**src/rtl/mips_pkg.sv**
```systemverilog
// mips_pkg: shared state, opcode and ALUOp encodings for the multicycle MIPS control path
package mips_pkg;
  typedef enum logic [3:0] {
    FETCH    = 4'd0,
    DECODE   = 4'd1,
    MEMADR   = 4'd2,
    MEMRD    = 4'd3,
    MEMWB    = 4'd4,
    MEMWR    = 4'd5,
    EXECUTE  = 4'd6,
    ALUWB    = 4'd7,
    BRANCH   = 4'd8,
    ADDIEXEC = 4'd9,
    ADDIWB   = 4'd10,
    JUMP     = 4'd11
  } state_t;
  localparam logic [5:0] OP_RTYPE = 6'b000000;
  localparam logic [5:0] OP_LW    = 6'b100011;
  localparam logic [5:0] OP_SW    = 6'b101011;
  localparam logic [5:0] OP_BEQ   = 6'b000100;
  localparam logic [5:0] OP_ADDI  = 6'b001000;
  localparam logic [5:0] OP_J     = 6'b000010;
  localparam logic [1:0] ALUOP_ADD   = 2'b00;
  localparam logic [1:0] ALUOP_SUB   = 2'b01;
  localparam logic [1:0] ALUOP_FUNCT = 2'b10;
  typedef struct packed {
    logic       iord;
    logic       mem_write;
    logic       ir_write;
    logic       reg_dst;
    logic       mem_to_reg;
    logic       reg_write;
    logic       alu_src_a;
    logic [1:0] alu_src_b;
    logic [1:0] alu_op;
    logic [1:0] pc_src;
    logic       pc_write;
    logic       branch;
  } ctrl_t;
endpackage

```
**src/rtl/mips_ctrl_decode.sv**
```systemverilog
// mips_ctrl_decode: combinational state to control-word decoder
module mips_ctrl_decode
  import mips_pkg::*;
(
  input  state_t state_i,
  output ctrl_t  cw_o
);
  always_comb begin
    cw_o = '0;
    case (state_i)
      FETCH: begin
        cw_o.alu_src_b = 2'b01;
        cw_o.ir_write  = 1'b1;
        cw_o.pc_write  = 1'b1;
      end
      DECODE: cw_o.alu_src_b = 2'b11;
      MEMADR: begin
        cw_o.alu_src_a = 1'b1;
        cw_o.alu_src_b = 2'b10;
      end
      MEMRD: cw_o.iord = 1'b1;
      MEMWB: begin
        cw_o.mem_to_reg = 1'b1;
        cw_o.reg_write  = 1'b1;
      end
      MEMWR: begin
        cw_o.iord      = 1'b1;
        cw_o.mem_write = 1'b1;
      end
      EXECUTE: begin
        cw_o.alu_src_a = 1'b1;
        cw_o.alu_op    = ALUOP_FUNCT;
      end
      ALUWB: begin
        cw_o.reg_dst   = 1'b1;
        cw_o.reg_write = 1'b1;
      end
      BRANCH: begin
        cw_o.alu_src_a = 1'b1;
        cw_o.alu_op    = ALUOP_SUB;
        cw_o.pc_src    = 2'b01;
        cw_o.branch    = 1'b1;
      end
      ADDIEXEC: begin
        cw_o.alu_src_a = 1'b1;
        cw_o.alu_src_b = 2'b10;
      end
      ADDIWB: cw_o.reg_write = 1'b1;
      JUMP: begin
        cw_o.pc_src   = 2'b10;
        cw_o.pc_write = 1'b1;
      end
      default: cw_o = '0;
    endcase
  end
endmodule

```
**src/rtl/mips_main_fsm.sv**
```systemverilog
// mips_main_fsm: multicycle MIPS main control FSM with memory-ready handshake
module mips_main_fsm
  import mips_pkg::*;
(
  input  logic       clk,
  input  logic       rst,
  input  logic [5:0] opcode,
  input  logic       zero,
  input  logic       mem_ready,
  output logic       iord,
  output logic       mem_write,
  output logic       ir_write,
  output logic       reg_dst,
  output logic       mem_to_reg,
  output logic       reg_write,
  output logic       alu_src_a,
  output logic [1:0] alu_src_b,
  output logic [1:0] alu_op,
  output logic [1:0] pc_src,
  output logic       pc_en,
  output logic       illegal,
  output logic [3:0] state
);
  state_t state_q, state_d;
  ctrl_t  cw;
  logic   is_fetch, known_op, pc_write;
  mips_ctrl_decode u_dec (.state_i(state_q), .cw_o(cw));
  assign is_fetch = state_q == FETCH;
  assign known_op = opcode inside {OP_RTYPE, OP_LW, OP_SW, OP_BEQ, OP_ADDI, OP_J};
  always_comb begin
    state_d = FETCH;
    case (state_q)
      FETCH:    state_d = mem_ready ? DECODE : FETCH;
      DECODE:   state_d = (opcode == OP_LW || opcode == OP_SW) ? MEMADR :
                          opcode == OP_RTYPE ? EXECUTE :
                          opcode == OP_BEQ   ? BRANCH :
                          opcode == OP_ADDI  ? ADDIEXEC :
                          opcode == OP_J     ? JUMP : FETCH;
      MEMADR:   state_d = opcode == OP_SW ? MEMWR : MEMRD;
      MEMRD:    state_d = mem_ready ? MEMWB : MEMRD;
      MEMWR:    state_d = mem_ready ? FETCH : MEMWR;
      EXECUTE:  state_d = ALUWB;
      ADDIEXEC: state_d = ADDIWB;
      default:  state_d = FETCH;
    endcase
  end
  always_ff @(posedge clk) state_q <= rst ? FETCH : state_d;
  // fetch-time PC/IR loads wait for the memory handshake; the jump load does not
  assign pc_write   = cw.pc_write & (mem_ready | ~is_fetch);
  assign ir_write   = cw.ir_write & mem_ready & ~rst;
  assign mem_write  = cw.mem_write & ~rst;
  assign reg_write  = cw.reg_write & ~rst;
  assign pc_en      = (pc_write | (cw.branch & zero)) & ~rst;
  assign illegal    = (state_q == DECODE) & ~known_op & ~rst;
  assign iord       = cw.iord;
  assign reg_dst    = cw.reg_dst;
  assign mem_to_reg = cw.mem_to_reg;
  assign alu_src_a  = cw.alu_src_a;
  assign alu_src_b  = cw.alu_src_b;
  assign alu_op     = cw.alu_op;
  assign pc_src     = cw.pc_src;
  assign state      = state_q;
endmodule

```
**config.mk**
```make
export PLATFORM = sky130hd
export DESIGN_NAME = mips_main_fsm
export DESIGN_NICKNAME = d
export VERILOG_FILES = /design/src/rtl/mips_pkg.sv /design/src/rtl/mips_ctrl_decode.sv /design/src/rtl/mips_main_fsm.sv
export SDC_FILE = /design/constraint.sdc
export NUM_CORES = 1
export LEC_CHECK = 0
export ABC_CLOCK_PERIOD_IN_PS = 2500
export CAP_MARGIN = 20
export CORE_MARGIN = 3
export CORE_UTILIZATION = 33
export CTS_CLUSTER_SIZE = 16
export DETAILED_ROUTE_END_ITERATION = 8
export DONT_BUFFER_PORTS = 1
export PLACE_DENSITY = 0.49
export SLEW_MARGIN = 25
export SYNTH_ARGS = -nofsm -noshare
export SYNTH_HDL_FRONTEND = slang
export SYNTH_SLANG_ARGS = --single-unit
```
**constraint.sdc**
```tcl
create_clock -name clk -period 2.5 [get_ports clk]
set_input_delay 0.5 -clock clk [delete_from_list [all_inputs] [get_ports clk]]
set_output_delay 0.5 -clock clk [all_outputs]
set_load 0.02 [all_outputs]
```
== Word-level counts from Yosys, hierarchy flattened ==
Cells that the tools add are included.

* Input bits: 10
* Register bits after elaboration: 4

* Equality and inequality tests: 16
* Reductions and logical operators: 9
* Mux-type cells: 22
* Bitwise logic cells: 14

{| class="wikitable"
|+ Operator list
! operator !! number
|-
| one-hot mux 4 bit (7 select lines) || 1
|-
| 2-to-1 mux 4 bit || 5
|-
| == test 4 x 3 -> 1 bit, second input constant || 4
|-
| == test 4 bit, second input constant || 4
|-
| == test 6 bit, second input constant || 2
|-
| 2-to-1 mux 1 bit || 10
|-
| AND 1 bit || 9
|-
| 2-to-1 mux 3 bit || 3
|-
| == test 4 x 2 -> 1 bit, second input constant || 2
|-
| one-hot mux 2 bit (2 select lines) || 2
|-
| == test 6 x 2 -> 1 bit, second input constant || 1
|-
| == test 6 x 3 -> 1 bit, second input constant || 1
|-
| == test 6 x 4 -> 1 bit, second input constant || 1
|-
| zero test 6 bit || 1
|-
| one-hot mux 2 bit (3 select lines) || 1
|-
| nonzero test 6 bit || 1
|-
| OR reduction 2 bit || 3
|-
| == test 4 x 1 -> 1 bit, second input constant || 1
|-
| zero test 4 bit || 1
|-
| OR reduction 4 bit || 1
|-
| NOT 1 bit || 3
|-
| OR reduction 3 bit || 1
|-
| bitwise OR 1 bit || 2
|-
| logical OR 1 bit || 1
|}

== Longest topological paths before layout ==
* Word-level depth: 7
* Mapped depth: 5
* Gate-level depth less buffers: 4

== Hierarchy ==
Synthesis repeated with hierarchy kept, for this count alone.

* Cells, all modules: 84
* Area total of the unflattened synthesis: 621.8 µm²

{| class="wikitable"
|+ Modules (own cells, without submodules)
! module !! times used !! cells each !! area an instance (µm²) !! seq. area each (µm²)
|-
| mips_main_fsm || 1 || 54 || 416.6 || 80.1
|-
| mips_ctrl_decode || 1 || 30 || 205.2 || 0.0
|}

== Least setup slack after synthesis ==
Ideal clock, no wire load.

* Path kind: register to output
* Start: register state_q[2], in the netlist state[2]
* End: output reg_write
* Stages on the path, launching flop included: 6
* Setup slack: 335 ps
* Arrival time: 1,665 ps
* Cell sequence: dfxtp_1 buf_2 nand2b_1 nor3_1 a21oi_1 nor2_1

* Longest elaborated chain between the ends: 4

{| class="wikitable"
|+ RTL lines
! what !! RTL line !! RTL
|-
| start: declaration || mips_main_fsm.sv:24 || <nowiki>state_t state_q, state_d;</nowiki>
|-
| start signal: assignment || mips_main_fsm.sv:47 || <nowiki>always_ff @(posedge clk) state_q <= rst ? FETCH : state_d;</nowiki>
|-
| == test 4 x 3 -> 1 bit or == test 4 bit (tied branches) || mips_ctrl_decode.sv:10 || <nowiki>case (state_i)</nowiki>
|-
| OR reduction 3 bit (no line) * || - ||
|-
| 2-to-1 mux 1 bit * || mips_ctrl_decode.sv:10 ||
|-
| AND 1 bit * || mips_main_fsm.sv:52 || <nowiki>assign reg_write = cw.reg_write & ~rst;</nowiki>
|-
| end: declaration || mips_main_fsm.sv:15 || <nowiki>output logic reg_write,</nowiki>
|}

Every way passes the cells marked *; elsewhere a longest branch is shown, timed or not.

== Worst setup path in the final report ==
Same ends and word-level chain as after synthesis.

==> impl_results.md <==
- Share of post-route cells with drive strength above 1: 26.14%
- Net Sw Frac: 28.84%
- RR Endpoint: state[2]
- CORE AREA: 1541 sq um
- CTS Buf Count: 3
- Syn nets: 89
- Internal Pwr Total: 0.1391 mW
- Cell Rows: 14
- Via Count: 628
- Status: finished clean
- Dpl hpwl: 1.149 mm
- Sum Neg Setup Slack: 0 ns
- MaxCap Viol Count: 0
- Synth unique cells: 33
- RSZ-0062 raised after global routing: false
- Ports: 29
- LEAKAGE: 0.2436 nW
- Initial Util: 35.55%
- Reg-to-reg startpoint: state[1]
- Detailed Routing Iterations Pass 1: 4
- Final Hold Viols: 0
- Die height: 46.75 um
- Fillcell total: 161
- Crit end category: output pin
- Setup Buffers After CTS: 0
- HP Start: rst
- Hold path depth: 1
- Max reg flops: 4
- FF-to-FF path depth: 4
- Gp weighted congestion: 0.7529
- Worst min-delay path category: in -> reg
- Max Slew Vio Count: 0
- WL final: 1.546 mm
- Violation count after the first detailed-route iteration: 18
- Seq/Total Area, Yosys: 14.61%
- Vias per std cell: 6.038
- Dpl cells: 101
- Largest net degree at the start of global routing: 16
- Post-CTS sizing: 0
- Initial antenna violation count: 0
- Post-Syn Area: 548.0 sq um
- Routed length per instance: 14.87 um
- Hold EP: state[0]
- Die X: 46.75 um
- GRT Total Usage: 14.75%
- ANT nets after route: 0
- Skew final: 0.003215 ns
- Worst-path clk slew: 0.04 ns
- Total Die Area: 2186 sq um
- Clk pwr share: 41.2%
- Commonest cells after routing, fill and taps aside: buf_4 (13), nor3_1 (11), nor2_1 (7)
- Most common cell after layout, fill and taps aside: buf_4
- GRT overflow: 0
- Fmax achieved: 0.4575 GHz
- Post-layout min period: 2.186 ns
- Hold Buf Count CTS: 0
- Vias in the first global route: 542
- Net Switching: 0.05638 mW
- TritonCTS clock tree: built
- Crit-path max FO: 15
- Startpoint type of the worst setup path: flop
- Final net count: 100
- Mapped Avg Cell Area: 6.937 sq um
- Data required, critical path: 2.00 ns
- Yosys reg bits: 4
- PwrDens: 298.2 nW/um^2
- DRC: 0
- Root Driver: clkbuf_4
- Port Buffers: 0
- Slew at the pin closest to its max-slew limit: 0.6321 ns
- Reg2reg setup slack: 0.87 ns
- Part of the power in registers: 35.4%
- Clock Latency Late Sink: 0.24 ns
- Slew headroom: 57.54%
- Inserted Diodes: 0
- Layout Cells excl Fill: 104
- Max VDD drop: 0.0001027 V
- Gate power share: 23.4%
- Fin crit share: 87.43%
- Max clock buf depth: 2
- # clock sinks: 4
- First-pass GRT wire length: 2.346 mm
- Syn Inst Count: 79
- H-tree Lvls: 1
- Crit path DAT: 1.69 ns
- Layout Area Growth over Synthesis: 19.63%
- WS Path Type: reg -> out
- Setup violations, final: 0
- Synth warn: 0
## critical path, cell delays in order (launching register included)
cell and delay (ns):
dfxtp_1 0.62, nand2b_1 0.26, nor3_1 0.25, a21oi_1 0.06
nor2_1 0.11, buf_4 0.14
## power groups by stage
stage / combinational, mW / sequential (mW) / clock (mW)
after floorplan: 0.0366 / 0.0692 / 0
after global placement: 0.0454 / 0.0701 / 0
after detailed placement: 0.0456 / 0.0700 / 0
after CTS: 0.0458 / 0.0690 / 0.0841
after global routing: 0.0500 / 0.0695 / 0.0844
final: 0.0458 / 0.0691 / 0.0805
## synthesized netlist by cell type (all sizes together)
cell | number | area share [%]
a32oi | 1 | 1.6
or4 | 1 | 2.1
or3 | 1 | 1.1
o211ai | 1 | 1.4
nand2b | 4 | 5.9
o221a | 1 | 2.1
o21ai | 6 | 5.5
a22oi | 1 | 1.4
or4b | 1 | 1.8
nor2 | 7 | 4.8
a211oi | 1 | 2.3
o21bai | 2 | 2.7
nor4 | 2 | 2.3
nor2b | 2 | 2.3
and3 | 2 | 2.5
nand3 | 2 | 1.8
dfxtp | 4 | 15
mux2 | 1 | 2.1
xnor2 | 2 | 3.2
a31oi | 2 | 2.3
nor4b | 1 | 1.6
a2111oi | 1 | 1.6
xor2 | 1 | 1.6
nand2 | 1 | 0.68
nor3 | 12 | 12
inv | 3 | 2.1
buf | 7 | 5.9
a21oi | 6 | 5.5
mux2i | 3 | 5.5
## worst max path at each step
stage / start / to / slack, ns / cells past startpoint
after global placement: state[2] / reg_write / 0.54 / 5
after CTS: state[3] / reg_write / 0.31 / 5
after detailed placement: state[3] / reg_write / 0.57 / 5
final: state[2] / reg_write / 0.31 / 5
after global routing: state[2] / reg_write / 0.14 / 5
after floorplan: state[2] / reg_write / 0.34 / 5
## cell families (layout without fill, tap and decap cells)
logic type	Yosys count	in the layout	share of synthesized area, %
and+or+nand+nor	36	36	38.81
AOI/OAI and AO/OA	22	22	26.26
buffers and inverters	10	19	7.991
muxes	4	4	7.534
DFF	4	4	14.61
xor gates and xnor gates	3	3	4.795
## per-stage QoR
step	hold slack, ns	power [mW]	area, sq um	worst slack (ns)	utilization, %
after detailed placement	0.5690	0.1157	633.1	0.5665	41.07
after global routing	0.3273	0.2039	655.6	0.1370	42.53
final	0.3304	0.1955	655.6	0.3142	42.53
after floorplan	0.5646	0.1058	548.0	0.3353	-
after CTS	0.3216	0.1989	655.6	0.3112	42.53
after global placement	0.5692	0.1155	633.1	0.5390	41.07
## metal layers
layer | share of wire, % | global-route usage (%)
met2 | 45 | 23.08
met5 | 0 | 0
met3 | 7.8 | 2.682
met1 | 45 | 19.08
met4 | 2.2 | 8.287
## area by class of cell
cell class	count	area, sq um	share of cell area (%)
Multi-Input combinational cell	65	424.2	64.69
Timing Repair Buffer	13	97.59	14.89
Sequential cell	4	80.08	12.21
Tap cell	16	20.02	3.053
Inverter	3	11.26	1.718
Clock buffer	3	22.52	3.435
No activity file was read; power rests on OpenSTA's default activity.
